<file path="src/rtl/change_dispenser_pkg.sv">
// change_dispenser_pkg
// Shared constants and encodings for the change dispenser. The vending
// controller uses the same item and state encodings.
package change_dispenser_pkg;

  localparam int VAL_W     = 5;    // whole-unit amount width
  localparam int MAX_VAL   = 16;   // largest request that is accepted
  localparam int EJECT_CYC = 4;    // eject pulse width, cycles
  localparam int TIMEOUT   = 255;  // eject rise to sense, cycles
  localparam int GAP_CYC   = 2;    // idle cycles between ejections
  localparam int TMR_W     = $clog2(TIMEOUT + 1);

  typedef enum logic [2:0] {
    ST_IDLE       = 3'd0,
    ST_SELECT     = 3'd1,
    ST_EJECT      = 3'd2,
    ST_WAIT_SENSE = 3'd3,
    ST_GAP        = 3'd4,
    ST_ERR        = 3'd5
  } state_t;

  typedef enum logic [1:0] {
    ITEM_NONE = 2'd0,
    ITEM_TEN  = 2'd1,
    ITEM_ONE  = 2'd2,
    ITEM_HALF = 2'd3
  } item_t;

endpackage

</file>
<file path="src/rtl/change_dispenser_timer.sv">
// change_dispenser_timer
// Loadable down-counter with a zero flag. The dispenser reuses one instance
// for the eject pulse width, the sense timeout and the inter-item gap.
// Ports:
//   clk_N   clock, rising edge
//   reset   synchronous reset, active-low
//   i_load  load i_val this cycle (wins over counting)
//   i_val   load value
//   o_zero  counter is zero; it holds at zero until reloaded
module change_dispenser_timer #(
  parameter int W = 8
) (
  input  logic         clk_N,
  input  logic         reset,
  input  logic         i_load,
  input  logic [W-1:0] i_val,
  output logic         o_zero
);

  logic [W-1:0] r_cnt;

  always_ff @(posedge clk_N) begin
    if (!reset)               r_cnt <= '0;
    else if (i_load)          r_cnt <= i_val;
    else if (r_cnt != '0)     r_cnt <= r_cnt - W'(1);
  end

  assign o_zero = (r_cnt == '0);

endmodule

</file>
<file path="src/rtl/change_dispenser.sv">
// change_dispenser
// Pays out a change request one item at a time (10-note, 1-coin, 0.5-coin),
// confirming each item on the hopper exit sensor before choosing the next.
// Ports:
//   clk_N, reset           clock / synchronous active-low reset
//   charge_req/val/float   request strobe and amount (whole units + half)
//   ten/one/half_empty     hopper stock flags, looked at when choosing an item
//   coin_sense             hopper exit sensor, one rising edge per item
//   clear_err              leaves the error state
//   req_ready, busy        idle-and-clean / request in progress
//   eject_ten/one/half     eject strobes, at most one high
//   done                   1-cycle pulse, request fully paid
//   jam, short_pay         sticky error flags
//   remain_val/float       amount still unpaid
module change_dispenser
  import change_dispenser_pkg::*;
(
  input  logic             clk_N,
  input  logic             reset,
  input  logic             charge_req,
  input  logic [VAL_W-1:0] charge_val,
  input  logic             charge_float,
  input  logic             ten_empty,
  input  logic             one_empty,
  input  logic             half_empty,
  input  logic             coin_sense,
  input  logic             clear_err,
  output logic             req_ready,
  output logic             busy,
  output logic             eject_ten,
  output logic             eject_one,
  output logic             eject_half,
  output logic             done,
  output logic             jam,
  output logic             short_pay,
  output logic [VAL_W-1:0] remain_val,
  output logic             remain_float
);

  state_t           r_state, w_next;
  item_t            r_item, w_sel;
  logic [VAL_W-1:0] r_rv;
  logic             r_rf, r_done, r_jam, r_short;
  logic             r_sense, r_sense_d, r_got;
  logic             w_rise, w_nonzero, w_accept;
  logic             w_tmr_load, w_tmr_zero;
  logic [TMR_W-1:0] w_tmr_val;

  assign w_rise    = r_sense & ~r_sense_d;
  assign w_nonzero = (r_rv != '0) | r_rf;
  // A sense edge seen during EJECT is remembered in r_got and consumed here.
  assign w_accept  = r_got | w_rise;

  // Greedy choice: tens first, then ones, halves only for the half unit.
  always_comb begin
    w_sel = ITEM_NONE;
    if (r_rv >= VAL_W'(10) && !ten_empty)  w_sel = ITEM_TEN;
    else if (r_rv != '0 && !one_empty)     w_sel = ITEM_ONE;
    else if (r_rf && !half_empty)          w_sel = ITEM_HALF;
  end

  always_ff @(posedge clk_N) begin
    if (!reset) r_state <= ST_IDLE;
    else        r_state <= w_next;
  end

  always_comb begin
    w_next     = r_state;
    w_tmr_load = 1'b0;
    w_tmr_val  = '0;
    case (r_state)
      ST_IDLE:
        if (charge_req)
          w_next = (charge_val > VAL_W'(MAX_VAL)) ? ST_ERR : ST_SELECT;
      ST_SELECT:
        if (w_sel != ITEM_NONE) begin
          w_next     = ST_EJECT;
          w_tmr_load = 1'b1;
          w_tmr_val  = TMR_W'(EJECT_CYC - 1);
        end else begin
          w_next = w_nonzero ? ST_ERR : ST_IDLE;
        end
      ST_EJECT:
        if (w_tmr_zero) begin
          // Timeout is measured from eject rise, so subtract the pulse length.
          w_next     = ST_WAIT_SENSE;
          w_tmr_load = 1'b1;
          w_tmr_val  = TMR_W'(TIMEOUT - EJECT_CYC - 1);
        end
      ST_WAIT_SENSE:
        if (w_accept) begin
          w_next     = ST_GAP;
          w_tmr_load = 1'b1;
          w_tmr_val  = TMR_W'(GAP_CYC - 1);
        end else if (w_tmr_zero) begin
          w_next = ST_ERR;
        end
      ST_GAP:
        if (w_tmr_zero) w_next = ST_SELECT;
      ST_ERR:
        if (clear_err) w_next = ST_IDLE;
      default: w_next = ST_IDLE;
    endcase
  end

  change_dispenser_timer #(.W(TMR_W)) u_timer (
    .clk_N  (clk_N),
    .reset  (reset),
    .i_load (w_tmr_load),
    .i_val  (w_tmr_val),
    .o_zero (w_tmr_zero)
  );

  always_ff @(posedge clk_N) begin
    if (!reset) begin
      r_rv      <= '0;
      r_rf      <= 1'b0;
      r_item    <= ITEM_NONE;
      r_done    <= 1'b0;
      r_jam     <= 1'b0;
      r_short   <= 1'b0;
      r_got     <= 1'b0;
      r_sense   <= 1'b0;
      r_sense_d <= 1'b0;
    end else begin
      r_sense   <= coin_sense;
      r_sense_d <= r_sense;
      r_done    <= 1'b0;
      case (r_state)
        ST_IDLE:
          if (charge_req) begin
            r_rv <= charge_val;
            r_rf <= charge_float;
            if (charge_val > VAL_W'(MAX_VAL)) r_short <= 1'b1;
          end
        ST_SELECT: begin
          r_item <= w_sel;
          r_got  <= 1'b0;
          if (w_sel == ITEM_NONE) begin
            if (w_nonzero) r_short <= 1'b1;
            else           r_done  <= 1'b1;
          end
        end
        ST_EJECT:
          if (w_rise) r_got <= 1'b1;
        ST_WAIT_SENSE:
          if (w_accept) begin
            case (r_item)
              ITEM_TEN:  r_rv <= r_rv - VAL_W'(10);
              ITEM_ONE:  r_rv <= r_rv - VAL_W'(1);
              ITEM_HALF: r_rf <= 1'b0;
              default:   ;
            endcase
          end else if (w_tmr_zero) begin
            r_jam <= 1'b1;
          end
        ST_ERR:
          if (clear_err) begin
            r_jam   <= 1'b0;
            r_short <= 1'b0;
          end
        default: ;
      endcase
    end
  end

  assign req_ready    = (r_state == ST_IDLE);
  assign busy         = (r_state == ST_SELECT) || (r_state == ST_EJECT) ||
                        (r_state == ST_WAIT_SENSE) || (r_state == ST_GAP);
  assign eject_ten    = (r_state == ST_EJECT) && (r_item == ITEM_TEN);
  assign eject_one    = (r_state == ST_EJECT) && (r_item == ITEM_ONE);
  assign eject_half   = (r_state == ST_EJECT) && (r_item == ITEM_HALF);
  assign done         = r_done;
  assign jam          = r_jam;
  assign short_pay    = r_short;
  assign remain_val   = r_rv;
  assign remain_float = r_rf;

endmodule

</file>
<file path="config.mk">
export PLATFORM = sky130hd
export DESIGN_NAME = change_dispenser
export DESIGN_NICKNAME = d
export VERILOG_FILES = /design/src/rtl/change_dispenser_pkg.sv /design/src/rtl/change_dispenser_timer.sv /design/src/rtl/change_dispenser.sv
export SDC_FILE = /design/constraint.sdc
export NUM_CORES = 1
export LEC_CHECK = 0
export CAP_MARGIN = 20
export CORE_UTILIZATION = 35
export DETAILED_ROUTE_END_ITERATION = 10
export PLACE_DENSITY = 0.53
export SLEW_MARGIN = 30
export SYNTH_ARGS = -nofsm -noshare
export SYNTH_HDL_FRONTEND = slang
export SYNTH_SLANG_ARGS = --single-unit
</file>
<file path="constraint.sdc">
create_clock -name clk_N -period 2.65 [get_ports clk_N]
set_clock_uncertainty 0.2 [all_clocks]
set_input_delay 0.265 -clock clk_N [delete_from_list [all_inputs] [get_ports clk_N]]
set_output_delay 0.265 -clock clk_N [all_outputs]
set_load 0.1 [all_outputs]
</file>
==> reports/qor.yml, run 1 <==
placed_design:
  gp_congestion: 0.790
  io_buffers: 27
  dpl_worst_slack_ps: 482
  dp_hpwl_um: 3350
final_layout:
  antenna-diode-count: 0
  final_nets: 252
  mostFrequentLayoutCell: "dfxtp_1"
  drive_gt1_frac: 0.161
  final_cell_mix: "dfxtp_1, nor2_1, nand2_1"
  area_growth_pct: 22.7
clocking:
  cts_setup_buffers: 0
  cts_tree: "done"
  cts-root-buf: "clkbuf_8"
  numCtsBuffers: 3
  post_cts_resize_count: 0
  cts_hold_buf: 0
  clockBufferDepth: 2
  clock-sinks: 25
  clk_latency_ps: 270
  cts.clk_slew.worst_paths_ps: 90
  htreeDepth: 1
sta:
  fin_crit_sh: 0.884
  drv_slew: 0
  whs_ps: 295
  relSlewSlack: 0.604
  final_hold_viol_count: 0
  rsz0062_at_grt: "false"
  tightest_slew_ps: 593
  setup_viol: 0
  setup_slack_ps: 307
  fmax_mhz: 427
  period_minus_slack_ps: 2340
  setup-tns-final_ps: 0
pwr:
  max-vdd-ir-drop_mv: 0.471
  p_per_area_nw_per_um2: 1300
  p_leak_uw: 0.000786
yosys:
  netlist_area_sq_um: 1650
  ys_seq_area_frac: 0.303
  synthCells: 204
  synth_fp_nets: 225
  async_flop_share: 0
  synthDistinctLibCells: 52
  avgSynthCellArea_sq_um: 8.09
  synth_edf_count: 0
  ys.flop_type: "dfxtp_1"
  synth-seq-cells: 25
  ys_warn_count: 0
worst_setup_path:
  crit_fanout: 12
  cp.required_ps: 2180
  crit_path_end_kind: "output pin"
  path_class: "reg -> out"
  start_kind: "flop"
  arrival_ps: 1880
min_path:
  hold_path_class: "reg -> reg"
die:
  dieArea_sq_um: 4990
  ios: 28
  die_x_um: 70.7
  start_util: 0.371
  rows: 24
  die_h_um: 70.7
  core_sq_um: 4440
global_route:
  antenna_found_initial: 0
  track_usage: 0.188
  grt_start_max_net_pins: 17
  grt_pass1_wl_um: 7250
  grt_pass1_vias: 1491
  grt_overflow_total: 0
routing:
  drt_first_pass_iters: 7
  drt-total-wl_um: 4280
  via_per_inst: 5.47
  drtIter0Drc: 95
  detail_route.wl_per_cell_um: 15.2
  drc: 4
  ant_nets: 0
  via_count: 1543
outcome:
  violations: "design-rule violations"
  status: "finished with violations"
job:
  drv_cap: 0
## Yosys cell counts (5+ instances only)
cell,count,area share
dfxtp_1,25,0.30
nor2_1,23,0.052
nand2_1,20,0.045
a21oi_1,14,0.042
inv_1,12,0.027
ha_1,7,0.053
o21ai_0,7,0.021
and2_1,6,0.023
nand2b_1,6,0.023
nor3_1,5,0.015
xor2_1,5,0.027
## logic make-up (layout without fill, tap and decap cells)
logic type,count (synthesis),after routing,share of synthesized area
adders and majority gates,7,7,0.0531
muxes,1,1,0.00607
DFF,25,25,0.303
buffers and inverters,21,47,0.0576
xor gates and xnor gates,8,8,0.0425
AOI/OAI and AO/OA,57,57,0.257
and+or+nand+nor,85,85,0.281
## worst max-delay path, cell delays in order, from the launching register on
cell     delay [ps]
dfxtp_1         550
nor2b_1         310
nor2b_1         310
nand2_1         100
nor2_2          150
buf_12          190
## path summary, 6_finish.rpt
check | from | to | slack [ps] | cells after the start
worst min-delay path | r_sense | r_sense_d | 300 | 1
worst min register to register | r_sense | r_sense_d | 300 | 1
worst max register to register | remain_val[2] | r_state[2] | 490 | 6
worst max-delay path | r_state[1] | eject_ten | 310 | 5
## state kept, by name (all words and copies together) (netlist names)
signal,count
remain_float,1
jam,1
r_sense_d,1
r_item,2
r_got,1
done,1
u_timer.r_cnt,8
r_sense,1
short_pay,1
remain_val,5
r_state,3
## where the power goes
| group | internal, uW | switching [uW] | total, uW |
|---|---|---|---|
| Clock | 107 | 128 | 234 |
| Sequential | 504 | 169 | 673 |
| Combinational | 573 | 1160 | 1730 |
| Total | 1180 | 1460 | 2640 |
## through the flow
stage | std cells | utilization | power, uW | instance area, sq um
floorplan | 204 | - | 2070 | 1660
global placement | 278 | 0.445 | 2380 | 1980
detailed placement | 278 | 0.445 | 2410 | 1980
CTS | 282 | 0.456 | 2650 | 2030
global route | 282 | 0.456 | 2850 | 2030
finish | 282 | 0.456 | 2640 | 2030
## metal layers
metal	global-route usage	part of all wire
met1	0.239	0.46
met2	0.319	0.47
met3	0.0342	0.048
met4	0.0667	0.015
met5	0	0
## final cells by class
cell class | instances | area, sq um
Tap cell | 52 | 65.1
Clock buffer | 3 | 41.3
Timing Repair Buffer | 31 | 303
Clock inverter | 1 | 7.51
Fill cell | 454 | 2420
Inverter | 12 | 45.0
Multi-Input combinational cell | 158 | 1060
Sequential cell | 25 | 502
Power figures use the tool's default switching activity.
==> run 2: changes to the inputs <==
--- a/config.mk
+++ b/config.mk
@@ -8,8 +8,9 @@
 export CAP_MARGIN = 20
 export CORE_UTILIZATION = 35
 export DETAILED_ROUTE_END_ITERATION = 10
-export PLACE_DENSITY = 0.53
+export PLACE_DENSITY = 0.52
 export SLEW_MARGIN = 30
 export SYNTH_ARGS = -nofsm -noshare
 export SYNTH_HDL_FRONTEND = slang
+export SYNTH_HIERARCHICAL = 1
 export SYNTH_SLANG_ARGS = --single-unit
==> run 2 against run 1 <==
  * The run now ends clean
  * Worst hold slack got worse by 8.3 ps
  * Clock power rose by 5%
  * Critical path depth rose by 4
  * Wire length rose by 5.4%
  * Area after synthesis rose by 2.8%
  * Non-clock buffer count rose by 5
  * Sequential share of layout area fell by 0.75 points
  * Die area rose by 2.7%
  * Core utilization rose by 1.7 points
  * Global-route usage rose by 0.074 points
  * Critical path type is now reg -> reg
  * Largest power group unchanged
==> reports/qor.yml, run 2 <==
outcome:
  status: "completed"  # was finished with violations
yosys:
  ys_warn_count: 6  # was 0
  yosysMostFrequentCell: "dfxtp_1"  # unchanged
  async_flop_share: 0  # unchanged
  yosys.area.top_type: "dfxtp_1"  # unchanged
  ys.flop_type: "dfxtp_1"  # unchanged
  synth_compound_area_frac: 0.260  # was 0.257
  netlist_area_sq_um: 1700  # was 1650 sq um
  yosys-top-cells-count: "dfxtp_1, nand2_1, nor2_1"  # was dfxtp_1, nor2_1, nand2_1
  synthAdderAreaFrac: 0.0442  # was 0.0531
  synth_fp_nets: 232  # was 225
  synth-seq-cells: 25  # unchanged
  yosysTopAreaCellShare: 0.295  # was 0.303
  avgSynthCellArea_sq_um: 8.00  # was 8.09 sq um
  synth.area.top_cells: "dfxtp_1, ha_1, nand2_1"  # was dfxtp_1, ha_1, nor2_1
  ys_seq_area_frac: 0.295  # was 0.303
  synth-simple-area-share: 0.296  # was 0.281
  synthCells: 212  # was 204
  synth_edf_count: 0  # unchanged
  synthDistinctLibCells: 57  # was 52
  synth_xor_area_frac: 0.0310  # was 0.0425
  synthMuxAreaShare: 0.00590  # was 0.00607
  synth_top_family_by_area: "simple AND/OR/NAND/NOR gates"  # unchanged
pwr:
  max-vdd-ir-drop_mv: 0.802  # was 0.471 mV
  p_leak_uw: 0.000831  # was 0.000786 uW
  p_per_area_nw_per_um2: 1150  # was 1300 nW/um^2
  p_total_uw: 2450  # was 2640 uW
final_layout:
  final_nets: 264  # was 252
  largest_reg_flops: 8  # unchanged
  final_cell_mix: "nand2_1, dfxtp_1, buf_4"  # was dfxtp_1, nor2_1, nand2_1
  drive_gt1_frac: 0.189  # was 0.161
  largest_register: "u_timer/r_cnt"  # was u_timer.r_cnt
  antenna-diode-count: 0  # unchanged
  area_growth_pct: 25.6  # was 22.7%
clocking:
  clockBufferDepth: 2  # unchanged
  cts_hold_buf: 0  # unchanged
  cts_setup_buffers: 0  # unchanged
  cts.clk_slew.worst_paths_ps: 100  # was 90 ps
  numCtsBuffers: 3  # unchanged
  clock-sinks: 25  # unchanged
  cts_tree: "done"  # unchanged
  clk_latency_ps: 270  # about the same
  htreeDepth: 1  # unchanged
  post_cts_resize_count: 0  # unchanged
  cts-root-buf: "clkbuf_8"  # unchanged
sta:
  relSlewSlack: 0.599  # was 0.604
  period_minus_slack_ps: 2400  # was 2340 ps
  setup-tns-final_ps: 0  # unchanged
  drv_slew: 0  # unchanged
  fmax_mhz: 417  # was 427 MHz
  rsz0062_at_grt: "false"  # unchanged
  setup_viol: 0  # unchanged
  final_hold_viol_count: 0  # unchanged
  fin_crit_sh: 0.905  # was 0.884
  tightest_slew_ps: 601  # was 593 ps
routing:
  via_per_inst: 5.69  # was 5.47
  drt-total-wl_um: 4510  # was 4280 um
  via_count: 1680  # was 1543
  drc: 0  # was 4
  top_layer_used: "met4"  # unchanged
  wl_met2_um: 2120  # was 2030 um
  drtIter0Drc: 67  # was 95
  wl_met3_um: 166  # was 207 um
  detail_route.wl_per_cell_um: 15.3  # was 15.2 um
  wl_met1_um: 2190  # was 1970 um
  ant_nets: 0  # unchanged
  drt_first_pass_iters: 4  # was 7
worst_setup_path:
  start_kind: "flop"  # unchanged
  path_cells: "inv_1, ha_1, nor4b_4, o22ai_1, o21ai_0, nand3_1, inv_2, nand2_1, o31ai_1"  # was nor2b_1, nor2b_1, nand2_1, nor2_2, buf_12
  path_class: "reg -> reg"  # was reg -> out
  path_buf_inv: 2  # was 1
  cp.required_ps: 2640  # was 2180 ps
  crit_fanout: 9  # was 12
  critPathTopFamily: "compound AO/OA/AOI/OAI gates"  # was simple AND/OR/NAND/NOR gates
  slowest_delay_ps: 360  # was 550 ps
  arrival_ps: 2390  # was 1880 ps
  cp_slowest_cell: "dfxtp_4"  # was dfxtp_1
  crit_path_end_kind: "flop"  # was output pin
global_route:
  grt_overflow_total: 0  # unchanged
  track_usage: 0.188  # about the same
  grt_pass1_wl_um: 7490  # was 7250 um
  grt_pass1_vias: 1543  # was 1491
  grt_start_max_net_pins: 24  # was 17
  antenna_found_initial: 0  # unchanged
die:
  ios: 28  # unchanged
  rows: 24  # unchanged
  dieArea_sq_um: 5130  # was 4990 sq um
  start_util: 0.377  # was 0.371
  core_sq_um: 4500  # was 4440 sq um
  die_h_um: 71.6  # was 70.7 um
  die_x_um: 71.6  # was 70.7 um
job:
  drv_cap: 0  # unchanged
placed_design:
  dp_hpwl_um: 3450  # was 3350 um
  gp_congestion: 0.877  # was 0.790
  io_buffers: 27  # unchanged
min_path:
  hold_path_class: "reg -> reg"  # unchanged
run 2: area by class of cell:
type | count | area [sq um]
timing repair buffer | 36 | 353
fill | 444 | 2370
clock buffer | 3 | 41.3
tap | 52 | 65.1
inverter | 15 | 56.3
sequential | 25 | 512
multi-input combinational | 163 | 1100
clock inverter | 1 | 6.26
run 2: power by group:
group          total [uW]  switching (uW)  internal (uW)
Clock                 246             138            108
Sequential            641             154            487
Combinational        1560            1010            556
run 2: cell families after synthesis:
| logic type | Yosys count |
|---|---|
| xor gates and xnor gates | 6 |
| muxes | 1 |
| adders and majority gates | 6 |
| buffers and inverters | 24 |
| DFF | 25 |
| AOI/OAI and AO/OA | 63 |
| and+or+nand+nor | 86 |
| other | 1 |
run 2: path summary, 6_finish.rpt:
check,from,end,slack (ps),cells after the start
hold reg to reg,jam,jam,290,2
setup reg to reg,remain_val[1],u_timer/r_cnt[5],250,9
hold / removal,jam,jam,290,2
setup / recovery,remain_val[1],u_timer/r_cnt[5],250,9
run 2: layer usage:
| layer | global-route usage | vias up |
|---|---|---|
| li1 | - | 841 |
| met1 | 0.264 | 797 |
| met2 | 0.306 | 40 |
| met3 | 0.0225 | 2 |
| met4 | 0.0523 | 0 |
| met5 | 0 | - |
run 2: tightest hold or removal path, cell delays in order (launching register included):
cell,delay (ps)
dfxtp_1,340
a31oi_1,40
nor2_1,70
run 2: metrics by stage:
step	setup WS [ps]	hold slack, ps	area (sq um)	util	instances
2_1_floorplan	4.39	192	1720	-	212
3_3_place_gp	366	262	2080	0.463	291
3_5_place_dp	262	275	2080	0.463	291
4_1_cts	204	295	2130	0.473	295
5_1_grt	99.1	325	2130	0.473	295
6_report	251	287	2130	0.473	295
